<file path="config.mk">
export PLATFORM = sky130hd
export DESIGN_NAME = spi_slave_flat
export DESIGN_NICKNAME = d
export VERILOG_FILES = /design/src/rtl/spi_slave_if.sv /design/src/rtl/spi_slave.sv /design/src/flat_wrapper.sv
export SDC_FILE = /design/constraint.sdc
export NUM_CORES = 1
export LEC_CHECK = 0
export ABC_AREA = 1
export BUFFER_PORTS_ARGS = -buffer_cell sky130_fd_sc_hd__buf_2
export CAP_MARGIN = 20
export CORE_UTILIZATION = 40
export DETAILED_ROUTE_END_ITERATION = 12
export GPL_TIMING_DRIVEN = 0
export PLACE_DENSITY = 0.56
export SLEW_MARGIN = 10
export SYNTH_ARGS = -nofsm -noshare
export SYNTH_HDL_FRONTEND = slang
export SYNTH_SLANG_ARGS = --single-unit
</file>
<file path="constraint.sdc">
create_clock -name clk -period 3.2 [get_ports clk]
set_input_delay 0.16 -clock clk [delete_from_list [all_inputs] [get_ports clk]]
set_output_delay 0.16 -clock clk [all_outputs]
set_load 0.02 [all_outputs]
</file>
<file path="src/rtl/spi_slave_if.sv">
`default_nettype none
// ============================================================================
// Module   : spi_slave_if
// Purpose  : SPI pins plus the byte-level tx/rx handshake of spi_slave.
//            The slave modport is the design's view; the master modport is
//            the view of whatever drives the pins and the byte handshake.
// Revision : 1.0  initial release
// ============================================================================
interface spi_slave_if;
  logic       SS;
  logic       SCLK;
  logic       MOSI;
  logic       MISO;
  logic [7:0] txData;
  logic       txWr;
  logic       txRdy;
  logic [7:0] rxData;
  logic       rxValid;
  logic       rxAck;
  logic       ovr;
  logic       ovrClr;
  logic       busy;

  modport slave (
    input  SS, SCLK, MOSI, txData, txWr, rxAck, ovrClr,
    output MISO, txRdy, rxData, rxValid, ovr, busy
  );

  modport master (
    output SS, SCLK, MOSI, txData, txWr, rxAck, ovrClr,
    input  MISO, txRdy, rxData, rxValid, ovr, busy
  );
endinterface
`default_nettype wire

</file>
<file path="src/rtl/spi_slave.sv">
`default_nettype none
// ============================================================================
// Module   : spi_slave
// Purpose  : SPI mode-0 byte slave, 8-bit frames MSbit first. The SPI pins are
//            oversampled by clk through 2-flop synchronizers, with one tx
//            holding register and one rx data register.
// Revision : 1.0  initial release
// ============================================================================
module spi_slave (
  input  logic        clk,
  input  logic        rst,   // asynchronous, active-low
  spi_slave_if.slave  bus
);

  typedef enum logic [0:0] {
    IDLE  = 1'b0,
    SHIFT = 1'b1
  } state_t;

  state_t     state;

  logic       ss_s1, ss_s2, ss_s3;
  logic       sclk_s1, sclk_s2, sclk_s3;
  logic       mosi_s1, mosi_s2;

  logic [2:0] bit_cnt;
  logic [7:0] rx_shift;
  logic [7:0] tx_shift;
  logic       reload_pend;   // 8th rising edge seen, reload on next falling
  logic       busy_q;

  logic [7:0] tx_hold;
  logic       tx_rdy;
  logic [7:0] rx_data;
  logic       rx_valid;
  logic       ovr_q;

  logic       ss_fall, ss_rise, sclk_rise, sclk_fall;
  logic       load_now;
  logic       byte_done;
  logic [7:0] rx_byte;

  // Synchronize the asynchronous pins; stage 3 exists only for edge detection.
  always_ff @(posedge clk or negedge rst) begin
    if (!rst) begin
      ss_s1   <= 1'b1;
      ss_s2   <= 1'b1;
      ss_s3   <= 1'b1;
      sclk_s1 <= 1'b0;
      sclk_s2 <= 1'b0;
      sclk_s3 <= 1'b0;
      mosi_s1 <= 1'b0;
      mosi_s2 <= 1'b0;
    end else begin
      ss_s1   <= bus.SS;
      ss_s2   <= ss_s1;
      ss_s3   <= ss_s2;
      sclk_s1 <= bus.SCLK;
      sclk_s2 <= sclk_s1;
      sclk_s3 <= sclk_s2;
      mosi_s1 <= bus.MOSI;
      mosi_s2 <= mosi_s1;
    end
  end

  assign ss_fall   =  ss_s3   & ~ss_s2;
  assign ss_rise   = ~ss_s3   &  ss_s2;
  assign sclk_rise = ~sclk_s3 &  sclk_s2;
  assign sclk_fall =  sclk_s3 & ~sclk_s2;

  // A deselect takes priority over any SCLK edge detected in the same cycle.
  assign load_now  = ((state == IDLE) && ss_fall) ||
                     ((state == SHIFT) && !ss_rise && sclk_fall && reload_pend);
  assign byte_done = (state == SHIFT) && !ss_rise && sclk_rise && (bit_cnt == 3'd7);
  assign rx_byte   = {rx_shift[6:0], mosi_s2};

  // Frame FSM: owns the bit counter and both shift registers.
  always_ff @(posedge clk or negedge rst) begin
    if (!rst) begin
      state       <= IDLE;
      bit_cnt     <= 3'd0;
      rx_shift    <= 8'h00;
      tx_shift    <= 8'hFF;
      reload_pend <= 1'b0;
      busy_q      <= 1'b0;
    end else begin
      case (state)
        IDLE: begin
          if (ss_fall) begin
            state       <= SHIFT;
            busy_q      <= 1'b1;
            bit_cnt     <= 3'd0;
            reload_pend <= 1'b0;
            tx_shift    <= tx_rdy ? 8'hFF : tx_hold;
          end
        end
        SHIFT: begin
          if (ss_rise) begin
            // Abort: the partial rx byte and the loaded tx byte are dropped.
            state       <= IDLE;
            busy_q      <= 1'b0;
            bit_cnt     <= 3'd0;
            reload_pend <= 1'b0;
          end else if (sclk_rise) begin
            rx_shift    <= rx_byte;
            bit_cnt     <= bit_cnt + 3'd1;
            reload_pend <= (bit_cnt == 3'd7);
          end else if (sclk_fall) begin
            if (reload_pend) begin
              tx_shift    <= tx_rdy ? 8'hFF : tx_hold;
              reload_pend <= 1'b0;
            end else begin
              tx_shift    <= {tx_shift[6:0], 1'b1};
            end
          end
        end
        default: state <= IDLE;
      endcase
    end
  end

  // Tx holding register: a load empties it, a write is accepted only when empty.
  always_ff @(posedge clk or negedge rst) begin
    if (!rst) begin
      tx_hold <= 8'h00;
      tx_rdy  <= 1'b1;
    end else if (load_now && !tx_rdy) begin
      tx_rdy  <= 1'b1;
    end else if (bus.txWr && tx_rdy) begin
      tx_hold <= bus.txData;
      tx_rdy  <= 1'b0;
    end
  end

  // Rx data register with overrun detection; a new byte beats an acknowledge.
  always_ff @(posedge clk or negedge rst) begin
    if (!rst) begin
      rx_data  <= 8'h00;
      rx_valid <= 1'b0;
      ovr_q    <= 1'b0;
    end else begin
      if (byte_done) begin
        rx_data  <= rx_byte;
        rx_valid <= 1'b1;
      end else if (bus.rxAck) begin
        rx_valid <= 1'b0;
      end

      if (byte_done && rx_valid && !bus.rxAck) begin
        ovr_q <= 1'b1;
      end else if (bus.ovrClr) begin
        ovr_q <= 1'b0;
      end
    end
  end

  assign bus.MISO    = (state == SHIFT) ? tx_shift[7] : 1'b1;
  assign bus.txRdy   = tx_rdy;
  assign bus.rxData  = rx_data;
  assign bus.rxValid = rx_valid;
  assign bus.ovr     = ovr_q;
  assign bus.busy    = busy_q;

endmodule
`default_nettype wire

</file>
<file path="src/flat_wrapper.sv">
// flat-port wrapper written by rule: the top's interface ports become plain ports
module spi_slave_flat 
  (clk, rst, bus_SS, bus_SCLK, bus_MOSI, bus_txData, bus_txWr, bus_rxAck, bus_ovrClr, bus_MISO, bus_txRdy, bus_rxData, bus_rxValid, bus_ovr, bus_busy);
  spi_slave_if bus_i ();
  input  logic clk;
  input  logic rst;
  input wire logic [$bits(bus_i.SS)-1:0] bus_SS;
  input wire logic [$bits(bus_i.SCLK)-1:0] bus_SCLK;
  input wire logic [$bits(bus_i.MOSI)-1:0] bus_MOSI;
  input wire logic [$bits(bus_i.txData)-1:0] bus_txData;
  input wire logic [$bits(bus_i.txWr)-1:0] bus_txWr;
  input wire logic [$bits(bus_i.rxAck)-1:0] bus_rxAck;
  input wire logic [$bits(bus_i.ovrClr)-1:0] bus_ovrClr;
  output wire logic [$bits(bus_i.MISO)-1:0] bus_MISO;
  output wire logic [$bits(bus_i.txRdy)-1:0] bus_txRdy;
  output wire logic [$bits(bus_i.rxData)-1:0] bus_rxData;
  output wire logic [$bits(bus_i.rxValid)-1:0] bus_rxValid;
  output wire logic [$bits(bus_i.ovr)-1:0] bus_ovr;
  output wire logic [$bits(bus_i.busy)-1:0] bus_busy;
  assign bus_i.SS = bus_SS;
  assign bus_i.SCLK = bus_SCLK;
  assign bus_i.MOSI = bus_MOSI;
  assign bus_i.txData = bus_txData;
  assign bus_i.txWr = bus_txWr;
  assign bus_i.rxAck = bus_rxAck;
  assign bus_i.ovrClr = bus_ovrClr;
  assign bus_MISO = bus_i.MISO;
  assign bus_txRdy = bus_i.txRdy;
  assign bus_rxData = bus_i.rxData;
  assign bus_rxValid = bus_i.rxValid;
  assign bus_ovr = bus_i.ovr;
  assign bus_busy = bus_i.busy;
  spi_slave u_core (.clk(clk), .rst(rst), .bus(bus_i));
endmodule
</file>
==> qor.txt, run 1 <==
Post-CTS Setup Bufs: 0
Slew @ Worst Pin: 286 ps
Clk slew on worst S/H paths: 80 ps
Synth area leaders: dfrtp_1, nand2_1, dfstp_2
WL final: 3630 um
Post-route ant nets: 0
H-tree levels: 2
Fin Setup TNS: 0 ps
WHS Endpoint: u_core.bus.ovr$_DFFE_PN0P_
# IOs: 29
First-pass GRT wire length: 6300 um
Worst reg2reg setup slack: 1820 ps
Cells after synthesis: 221
Setup slack after layout: 1820 ps
RSZ-0062 raised after global routing: no
Total power per unit cell area: 661 mW/mm2
Leak pwr: 1.32 nW
DR vias/cell: 4.47
Maximum clock rate: 723 MHz
CTS tree: built
Comb pwr share: 23.7%
Post-synthesis net count: 241
Sequential power share: 53.6%
Root buf cell: clkbuf_8
GRT Total Usage: 15.5%
Clock network power share: 22.7%
Arrival time worst endpoint: 1610 ps
Port buffer count: 28
Critical setup path kind: reg2reg
Post-place setup slack: 1820 ps
Post-Syn Area: 0.00209 mm2
Yosys top cell area share: 43.0%
CTS sink cnt: 48
DRC viols: 0
Clock tree buffer depth: 2
Startpoint Class: flip-flop
Die height: 74.3 um
Crit path time final: 1380 ps
Pin count of the biggest net entering global routing: 49
Crit path cell chain: inv_1 -> ha_1 -> nand2_1 -> nor3_4 -> buf_6 -> nand2_1 -> o21ai_2
CP max FO: 10
Hold Path Depth: 2
Worst Path Required: 3430 ps
Final period utilization: 43.2%
YS warnings: 0
Hold wc startpoint: bus_ovrClr
R2r startpoint: u_core.sclk_s3$_DFF_PN0_
Clock Skews: 4.49 ps
Drt wl/cell: 11.0 um
Vias in the first global route: 1,371
Switch share: 29.6%
Via count: 1,469
Rows: 25
Setup violators final: 0
Dpl hpwl: 2470 um
Diode count: 0
Syn Area/Cell: 9.47 um2
Area leader, netlist: dfrtp_1
Fin. max-slew vios: 0
GPL Wtd Cong: 0.742
Die ar.: 0.00553 mm2
Net Sw Power: 0.000485 W
Ratio of cells with drive above 1 in the final layout: 27.9%
#FFs+latches synth: 48
Status: completed
Worst Reg-to-Reg Cells: 7
FF-to-FF End: u_core.bus.ovr$_DFFE_PN0P_
Die X: 74.3 um
Initial DRC count: 73
Critical Path Sink Type: flip-flop
Crit path from: u_core.sclk_s3$_DFF_PN0_
DR pass1 iterations: 4
Worst vdd ir: 0.000338 V
CP max-delay cell: dfrtp_1
Final hold viol count: 0
Sequential share of the synthesized area: 58.1%
Area Growth Syn to Fin: 18.2%
Global route total overflow: 0
CTS Buf Count: 5
Clock latency on the worst-skew pair: 290 ps
Initial antenna violation count: 0
CP peak stage delay: 390 ps
Total core area: 0.00488 mm2
Hold Path Class: in2reg
Int Pwr: 0.00115 W
Rel. slew slack: 80.9%
Cell repeated most along the worst path: nand2_1
Max Cap Viol: 0
Nets@finish: 281
Post-synthesis cell type count: 24
Starting Density: 42.9%
==> cell usage in the layout, fill, tap and decap left out, types with 2 or more instances in the layout <==
cell,count
mux2_2,8
dfstp_2,12
nand2_2,5
dlygate4sd3_1,4
o21bai_1,8
ha_1,4
dfrtp_1,36
inv_2,2
clkinvlp_4,2
nand3_1,13
nand2_1,87
o21ai_0,9
buf_2,29
nor2_1,4
inv_1,21
clkbuf_8,6
==> metrics by stage <==
stage | total power (W) | utilization [%] | std cells | instance area [um2] | hold WS [ps]
4_1_cts | 0.00166 | 50.1 | 327 | 2440 | 21.8
3_3_place_gp | 0.00127 | 47.5 | 316 | 2320 | 265
6_report | 0.00164 | 50.7 | 329 | 2470 | 29.8
2_1_floorplan | 0.00117 | - | 221 | 2090 | -136
5_1_grt | 0.00176 | 50.7 | 329 | 2470 | 25.7
3_5_place_dp | 0.00128 | 47.5 | 316 | 2320 | 270
==> critical path, delay by kind of cell (launching register included) <==
kind                     cells  cell delay (ps)
flip-flops                   1              390
AND/OR/NAND/NOR              3              400
AO/OA/AOI/OAI                1               50
adder cells (fa/ha/maj)      1              240
buffers and inverters        2              230
==> synth_stat cells <==
master	number
nand2_2	5
o21ai_0	9
ha_1	4
nand3_2	1
nor2_1	4
dfstp_2	12
mux2_2	8
buf_4	1
buf_2	1
o21bai_1	8
inv_2	2
buf_6	1
nor3_4	1
inv_1	21
nand2_4	1
nand3b_1	1
nor2_4	1
nand3_1	13
o21ai_1	1
o21ai_2	1
dfrtp_1	36
o21a_1	1
nor2_2	1
nand2_1	87
==> area by class of cell <==
type | instances | area [um2]
multi-input cells | 147 | 767
flip-flops and latches | 48 | 1220
clock inverters | 2 | 15.0
fillers | 500 | 2400
repair buffers | 33 | 200
clock buffers | 6 | 82.6
well taps | 67 | 83.8
inverters | 23 | 86.3
plain buffers | 3 | 23.8
==> kinds of logic (layout without fill, tap and decap cells) <==
group / count (synthesis) / count (layout) / share of synthesized area [%]
AO/OA/AOI/OAI: 20 / 20 / 6.04
adder cells (fa/ha/maj): 4 / 4 / 2.39
buffers and inverters: 26 / 67 / 5.26
flip-flops: 48 / 48 / 58.1
multiplexers: 8 / 8 / 4.30
AND/OR/NAND/NOR: 115 / 115 / 23.9
==> how the worst max path moves through the flow <==
stage | slack, ps | cells past startpoint | to
finish | 1820 | 7 | u_core.bus.ovr$_DFFE_PN0P_
global route | 1660 | 7 | u_core.tx_shift[2]$_DFFE_PN1P_
CTS | 1790 | 7 | u_core.bus.ovr$_DFFE_PN0P_
detailed placement | 1820 | 7 | u_core.tx_shift[0]$_DFFE_PN1P_
global placement | 1840 | 6 | u_core.tx_shift[5]$_DFFE_PN1P_
floorplan | 1930 | 3 | u_core.tx_hold[0]$_DFFE_PN0P_
==> power groups by stage <==
stage               clock network (W)  logic [W]  registers, W
global placement                    0   0.000381      0.000887
floorplan                           0   0.000292      0.000877
CTS                          0.000390   0.000391      0.000879
global route                 0.000408   0.000450      0.000899
finish                       0.000372   0.000387      0.000878
detailed placement                  0   0.000388      0.000889
==> routing by layer <==
layer	routed length, um	track usage, %	part of all wire, %
met2	1570	22.7	43
met4	30	5.66	0.83
met5	0	0	0
met1	1880	22.3	52
met3	135	3.79	3.7
==> sequential cells by signal, summed over array words and instances, names as in the netlist <==
signal              flops
u_core.bit_cnt          3
u_core.bus.busy         1
u_core.bus.ovr          1
u_core.bus.rxData       8
u_core.bus.rxValid      1
u_core.bus.txRdy        1
u_core.mosi_s1          1
u_core.mosi_s2          1
u_core.reload_pend      1
u_core.rx_shift         7
u_core.sclk_s1          1
u_core.sclk_s2          1
u_core.sclk_s3          1
u_core.ss_s1            1
u_core.ss_s2            1
u_core.ss_s3            1
u_core.state            1
u_core.tx_hold          8
u_core.tx_shift         8
==> what timing repair did <==
action / in CTS / in global routing
hold endpoints to repair: 3 / 10
gates resized for setup: 0 / 0
hold buffers: 3 / 1
No activity file was read; power rests on OpenSTA's default activity.
==> inputs of run 2 (changes only) <==
clock period = 1.4 ns   (was 3.2 ns; I/O delays follow)
==> qor.txt, run 2 (synthesis results as in run 1) <==
Setup violators final: 0 (unchanged)
Via count: 1,514 (+3.1%)
Clock Skews: 4.47 ps (-0.0109 ps)
H-tree levels: 2 (unchanged)
Max Cap Viol: 0 (unchanged)
Initial DRC count: 69 (-5.5%)
Setup slack after layout: 55.1 ps (-1760 ps)
Drt wl/cell: 11.0 um (-0.22%)
GPL Wtd Cong: 0.742 (unchanged)
Root buf cell: clkbuf_8
Reg area: 0.00122 mm2 (unchanged)
Global route total overflow: 0 (unchanged)
Hold Path Class: in2reg
Total power per unit cell area: 1450 mW/mm2 (+120%)
CP max FO: 10 (unchanged)
Clock latency on the worst-skew pair: 290 ps (about the same)
Initial antenna violation count: 0 (unchanged)
Power Total: 0.00379 W (+130%)
Arrival time worst endpoint: 1570 ps (-40 ps)
DR vias/cell: 4.44 (-0.56%)
Rows: 25 (unchanged)
Most frequent cells in the layout: nand2_1, dfrtp_1, buf_2
WL final: 3750 um (+3.4%)
CTS tree: built
Port buffer count: 28 (unchanged)
Die ar.: 0.00553 mm2 (unchanged)
Worst Path Required: 1630 ps (-1800 ps)
Ratio of cells with drive above 1 in the final layout: 29.2% (+1.3 points)
Pin count of the biggest net entering global routing: 49 (unchanged)
Slew @ Worst Pin: 267 ps (-18.4 ps)
First-pass GRT wire length: 6440 um (+2.2%)
DRC viols: 0 (unchanged)
Critical setup path kind: reg2reg
Critical Path Sink Type: flip-flop
Maximum clock rate: 744 MHz (+2.9%)
Area Growth Syn to Fin: 24.6%
Die X: 74.3 um (unchanged)
Crit path time final: 1340 ps (-39.0 ps)
CTS sink cnt: 48 (unchanged)
Starting Density: 42.9% (unchanged)
Final hold viol count: 0 (unchanged)
Post-route ant nets: 0 (unchanged)
CTS Buf Count: 5 (unchanged)
Clk slew on worst S/H paths: 90 ps (about the same)
Fillers: 496 (-0.80%)
Startpoint Class: flip-flop
Dpl hpwl: 2470 um (unchanged)
Multi-input logic area: 787 um2 (+2.6%)
Placed cell area: 0.00232 mm2 (unchanged)
Most common cell after layout, fill and taps aside: nand2_1
GRT Total Usage: 15.8% (+0.35 points)
Status: completed
Final period utilization: 96.1% (+53 points)
Total core area: 0.00488 mm2 (unchanged)
Rel. slew slack: 82.0% (+1.1 points)
Clock tree buffer depth: 2 (unchanged)
Post-layout instance area: 0.00261 mm2 (+5.4%)
RSZ-0062 raised after global routing: yes
Post-place setup slack: 16.5 ps (-1800 ps)
Vias in the first global route: 1,414 (+3.1%)
Leak pwr: 1.37 nW (+3.9%)
# IOs: 29 (unchanged)
Fin. max-slew vios: 0 (unchanged)
Worst vdd ir: 0.000786 V (+130%)
Diode count: 0 (unchanged)
DR pass1 iterations: 4 (unchanged)
Die height: 74.3 um (unchanged)
Nets@finish: 293 (+4.3%)
==> run 2: path summary, 6_finish.rpt <==
| check | from | endpoint | slack (ps) | depth (start not counted) |
|---|---|---|---|---|
| min reg2reg | u_core.mosi_s1$_DFF_PN0_ | u_core.mosi_s2$_DFF_PN0_ | 350 | 0 |
| max reg2reg | u_core.sclk_s3$_DFF_PN0_ | u_core.bus.ovr$_DFFE_PN0P_ | 60 | 7 |
| max in group asynchronous | rst | u_core.tx_shift[7]$_DFFE_PN1P_ | 670 | 3 |
| min | bus_txData[6] | u_core.tx_hold[6]$_DFFE_PN0P_ | 10 | 2 |
| max | u_core.sclk_s3$_DFF_PN0_ | u_core.bus.ovr$_DFFE_PN0P_ | 60 | 7 |
| min in group asynchronous | rst | u_core.bus.rxData[4]$_DFFE_PN0P_ | 190 | 2 |
==> run 2: layout make-up <==
cell class              instances  share of cell area [%]
clock buffers                   6                    3.17
inverters                      23                    3.31
repair buffers                 45                    12.0
well taps                      67                    3.21
plain buffers                   3                   0.912
clock inverters                 2                   0.576
flip-flops and latches         48                    46.6
multi-input cells             147                    30.2
==> run 2: metrics by stage <==
stage	TNS [ps]	hold slack, ps	utilization (%)	instances
final	0	12.7	53.4	341
after global routing	-438	5.98	53.4	341
after CTS	0	1.71	52.0	336
after detailed placement	0	180	47.5	316
after global placement	0	175	47.5	316
after floorplan	0	-226	-	221
==> run 2: power breakdown <==
group	total [W]	leakage [nW]	internal (W)	switching [W]
Clock	0.000852	0.0434	0.000400	0.000452
Combinational	0.000933	0.735	0.000449	0.000483
Sequential	0.00201	0.588	0.00182	0.000188
Total	0.00379	1.37	0.00267	0.00112
==> run 2: timing repair <==
action / CTS / global route
endpoints found under the setup margin: 3 / 26
buffers inserted: 0 / 3
resized for setup: 1 / 5
pin swaps: 0 / 3
endpoints found under the hold margin: 12 / 36
cloned: 0 / 0
hold buffers: 12 / 1
==> run 2: critical path: stages, from the launching register on <==
cell and delay, ps:
dfrtp_1 390, inv_1 60, ha_2 220, nand2_1 100, nor3_4 200, buf_6 170
nand2_1 70, o21ai_2 50
==> run 2: metal layers <==
layer  track usage [%]  vias to the layer above  wire, um
li1                  -                      797         -
met3              3.79                        2       128
met1              22.7                      690      1960
met4              5.66                        0        29
met2              23.4                       25      1630
met5                 0                        -         0
==> inputs of run 3 (changes only) <==
clock period = 1.71 ns   (was 1.4 ns; I/O delays follow)
==> qor.txt, run 3 (synthesis results as in run 1) <==
CTS Buf Count: 5 (unchanged)
Port buffer count: 28 (unchanged)
Drt wl/cell: 11.0 um (+0.44%)
Clock latency on the worst-skew pair: 290 ps (about the same)
Starting Density: 42.9% (unchanged)
GRT Total Usage: 15.6% (-0.23 points)
Arrival time worst endpoint: 1610 ps (+40 ps)
Hold wc startpoint: bus_txData[2]
Critical Path Sink Type: flip-flop
Leak pwr: 1.32 nW (-3.1%)
Clock Skews: 4.49 ps (+0.0110 ps)
Slew @ Worst Pin: 286 ps (+18.5 ps)
Vias in the first global route: 1,389 (-1.8%)
Dpl hpwl: 2470 um (unchanged)
Final hold viol count: 0 (unchanged)
Rows: 25 (unchanged)
Diode count: 0 (unchanged)
Worst reg2reg setup slack: 330 ps (+270 ps)
Final period utilization: 81.0% (-15 points)
Rel. slew slack: 80.9% (-1.1 points)
Ratio of cells with drive above 1 in the final layout: 27.7% (-1.5 points)
R2r startpoint: u_core.sclk_s3$_DFF_PN0_
WHS Endpoint: u_core.tx_hold[2]$_DFFE_PN0P_
Die height: 74.3 um (unchanged)
Via count: 1,483 (-2.0%)
CTS sink cnt: 48 (unchanged)
RSZ-0062 raised after global routing: no
Hold Path Depth: 2 (unchanged)
Worst Path Required: 1940 ps (+310 ps)
Crit path time final: 1380 ps (+39.6 ps)
Root buf cell: clkbuf_8
Most frequent cells in the layout: nand2_1, dfrtp_1, buf_2
Fin. max-slew vios: 0 (unchanged)
FF-to-FF End: u_core.bus.ovr$_DFFE_PN0P_
Die X: 74.3 um (unchanged)
Post-CTS Resized: 0 (-1)
Setup violators final: 0 (unchanged)
CP max FO: 10 (unchanged)
Placed cell area: 0.00232 mm2 (unchanged)
Maximum clock rate: 722 MHz (-2.9%)
Initial DRC count: 70 (+1.4%)
Critical setup path kind: reg2reg
Clock tree buffer depth: 2 (unchanged)
Post-place setup slack: 326 ps (+310 ps)
WL final: 3660 um (-2.5%)
Startpoint Class: flip-flop
Most common cell after layout, fill and taps aside: nand2_1
CTS tree: built
Crit path from: u_core.sclk_s3$_DFF_PN0_
GPL Wtd Cong: 0.742 (unchanged)
DR pass1 iterations: 4 (unchanged)
DR vias/cell: 4.48 (+0.91%)
Global route total overflow: 0 (unchanged)
Setup slack after layout: 325 ps (+270 ps)
Status: completed
First-pass GRT wire length: 6350 um (-1.4%)
H-tree levels: 2 (unchanged)
Max Cap Viol: 0 (unchanged)
Total power per unit cell area: 1230 mW/mm2 (-15%)
Total core area: 0.00488 mm2 (unchanged)
Area Growth Syn to Fin: 19.2%
Clk slew on worst S/H paths: 90 ps (about the same)
Worst vdd ir: 0.000633 V (-19%)
Initial antenna violation count: 0 (unchanged)
# IOs: 29 (unchanged)
Pin count of the biggest net entering global routing: 49 (unchanged)
Post-layout instance area: 0.00249 mm2 (-4.3%)
Power Total: 0.00307 W (-19%)
Post-route ant nets: 0 (unchanged)
Fin Setup TNS: 0 ps (unchanged)
Hold Path Class: in2reg
Nets@finish: 283 (-3.4%)
Worst Reg-to-Reg Cells: 7 (unchanged)
DRC viols: 0 (unchanged)
Die ar.: 0.00553 mm2 (unchanged)
Fin util: 51.1% (-2.3 points)
run 3: power by group:
part           internal [W]  total [W]  switching, W
clock              0.000327   0.000696      0.000369
sequential          0.00149    0.00164      0.000152
combinational      0.000342   0.000729      0.000387
run 3: repair_timing:
action / CTS / global route
hold endpoints to repair: 5 / 10
hold buffers: 5 / 1
buffers inserted: 0 / 0
run 3: area by class of cell:
type	instances	area, um2
buffer	3	23.8
clock buffer	6	82.6
clock inverter	2	15.0
fill	499	2380
inverter	23	86.3
multi-input combinational	147	767
sequential	48	1220
tap	67	83.8
timing repair buffer	35	220
run 3: how the worst max path moves through the flow:
stage                                                 to  slack [ps]  cells past startpoint
after detailed placement  u_core.tx_shift[0]$_DFFE_PN1P_         330                      7
after global placement    u_core.tx_shift[5]$_DFFE_PN1P_         350                      6
after global routing      u_core.tx_shift[2]$_DFFE_PN1P_         170                      7
after floorplan            u_core.tx_hold[0]$_DFFE_PN0P_         440                      3
after CTS                     u_core.bus.ovr$_DFFE_PN0P_         300                      7
final                         u_core.bus.ovr$_DFFE_PN0P_         330                      7
run 3: worst max-delay path, cell delays in order, from the launching register on:
cell     delay [ps]
dfrtp_1         390
inv_1            60
ha_1            240
nand2_1         120
nor3_4          210
buf_6           170
nand2_1          70
o21ai_2          50
run 3: routing by layer:
| metal | GRT usage, % | vias up | part of all wire, % |
|---|---|---|---|
| met4 | 5.66 | 0 | 0.82 |
| met2 | 23.1 | 29 | 44 |
| met5 | 0 | - | 0 |
| li1 | - | 774 | - |
| met3 | 3.79 | 2 | 4.2 |
| met1 | 22.3 | 678 | 51 |
run 3: through the flow:
stage | std cells | hold WS, ps
3_3_place_gp | 316 | 190
4_1_cts | 329 | 5.01
6_report | 331 | 16.1
5_1_grt | 331 | 7.78
3_5_place_dp | 316 | 195
2_1_floorplan | 221 | -210
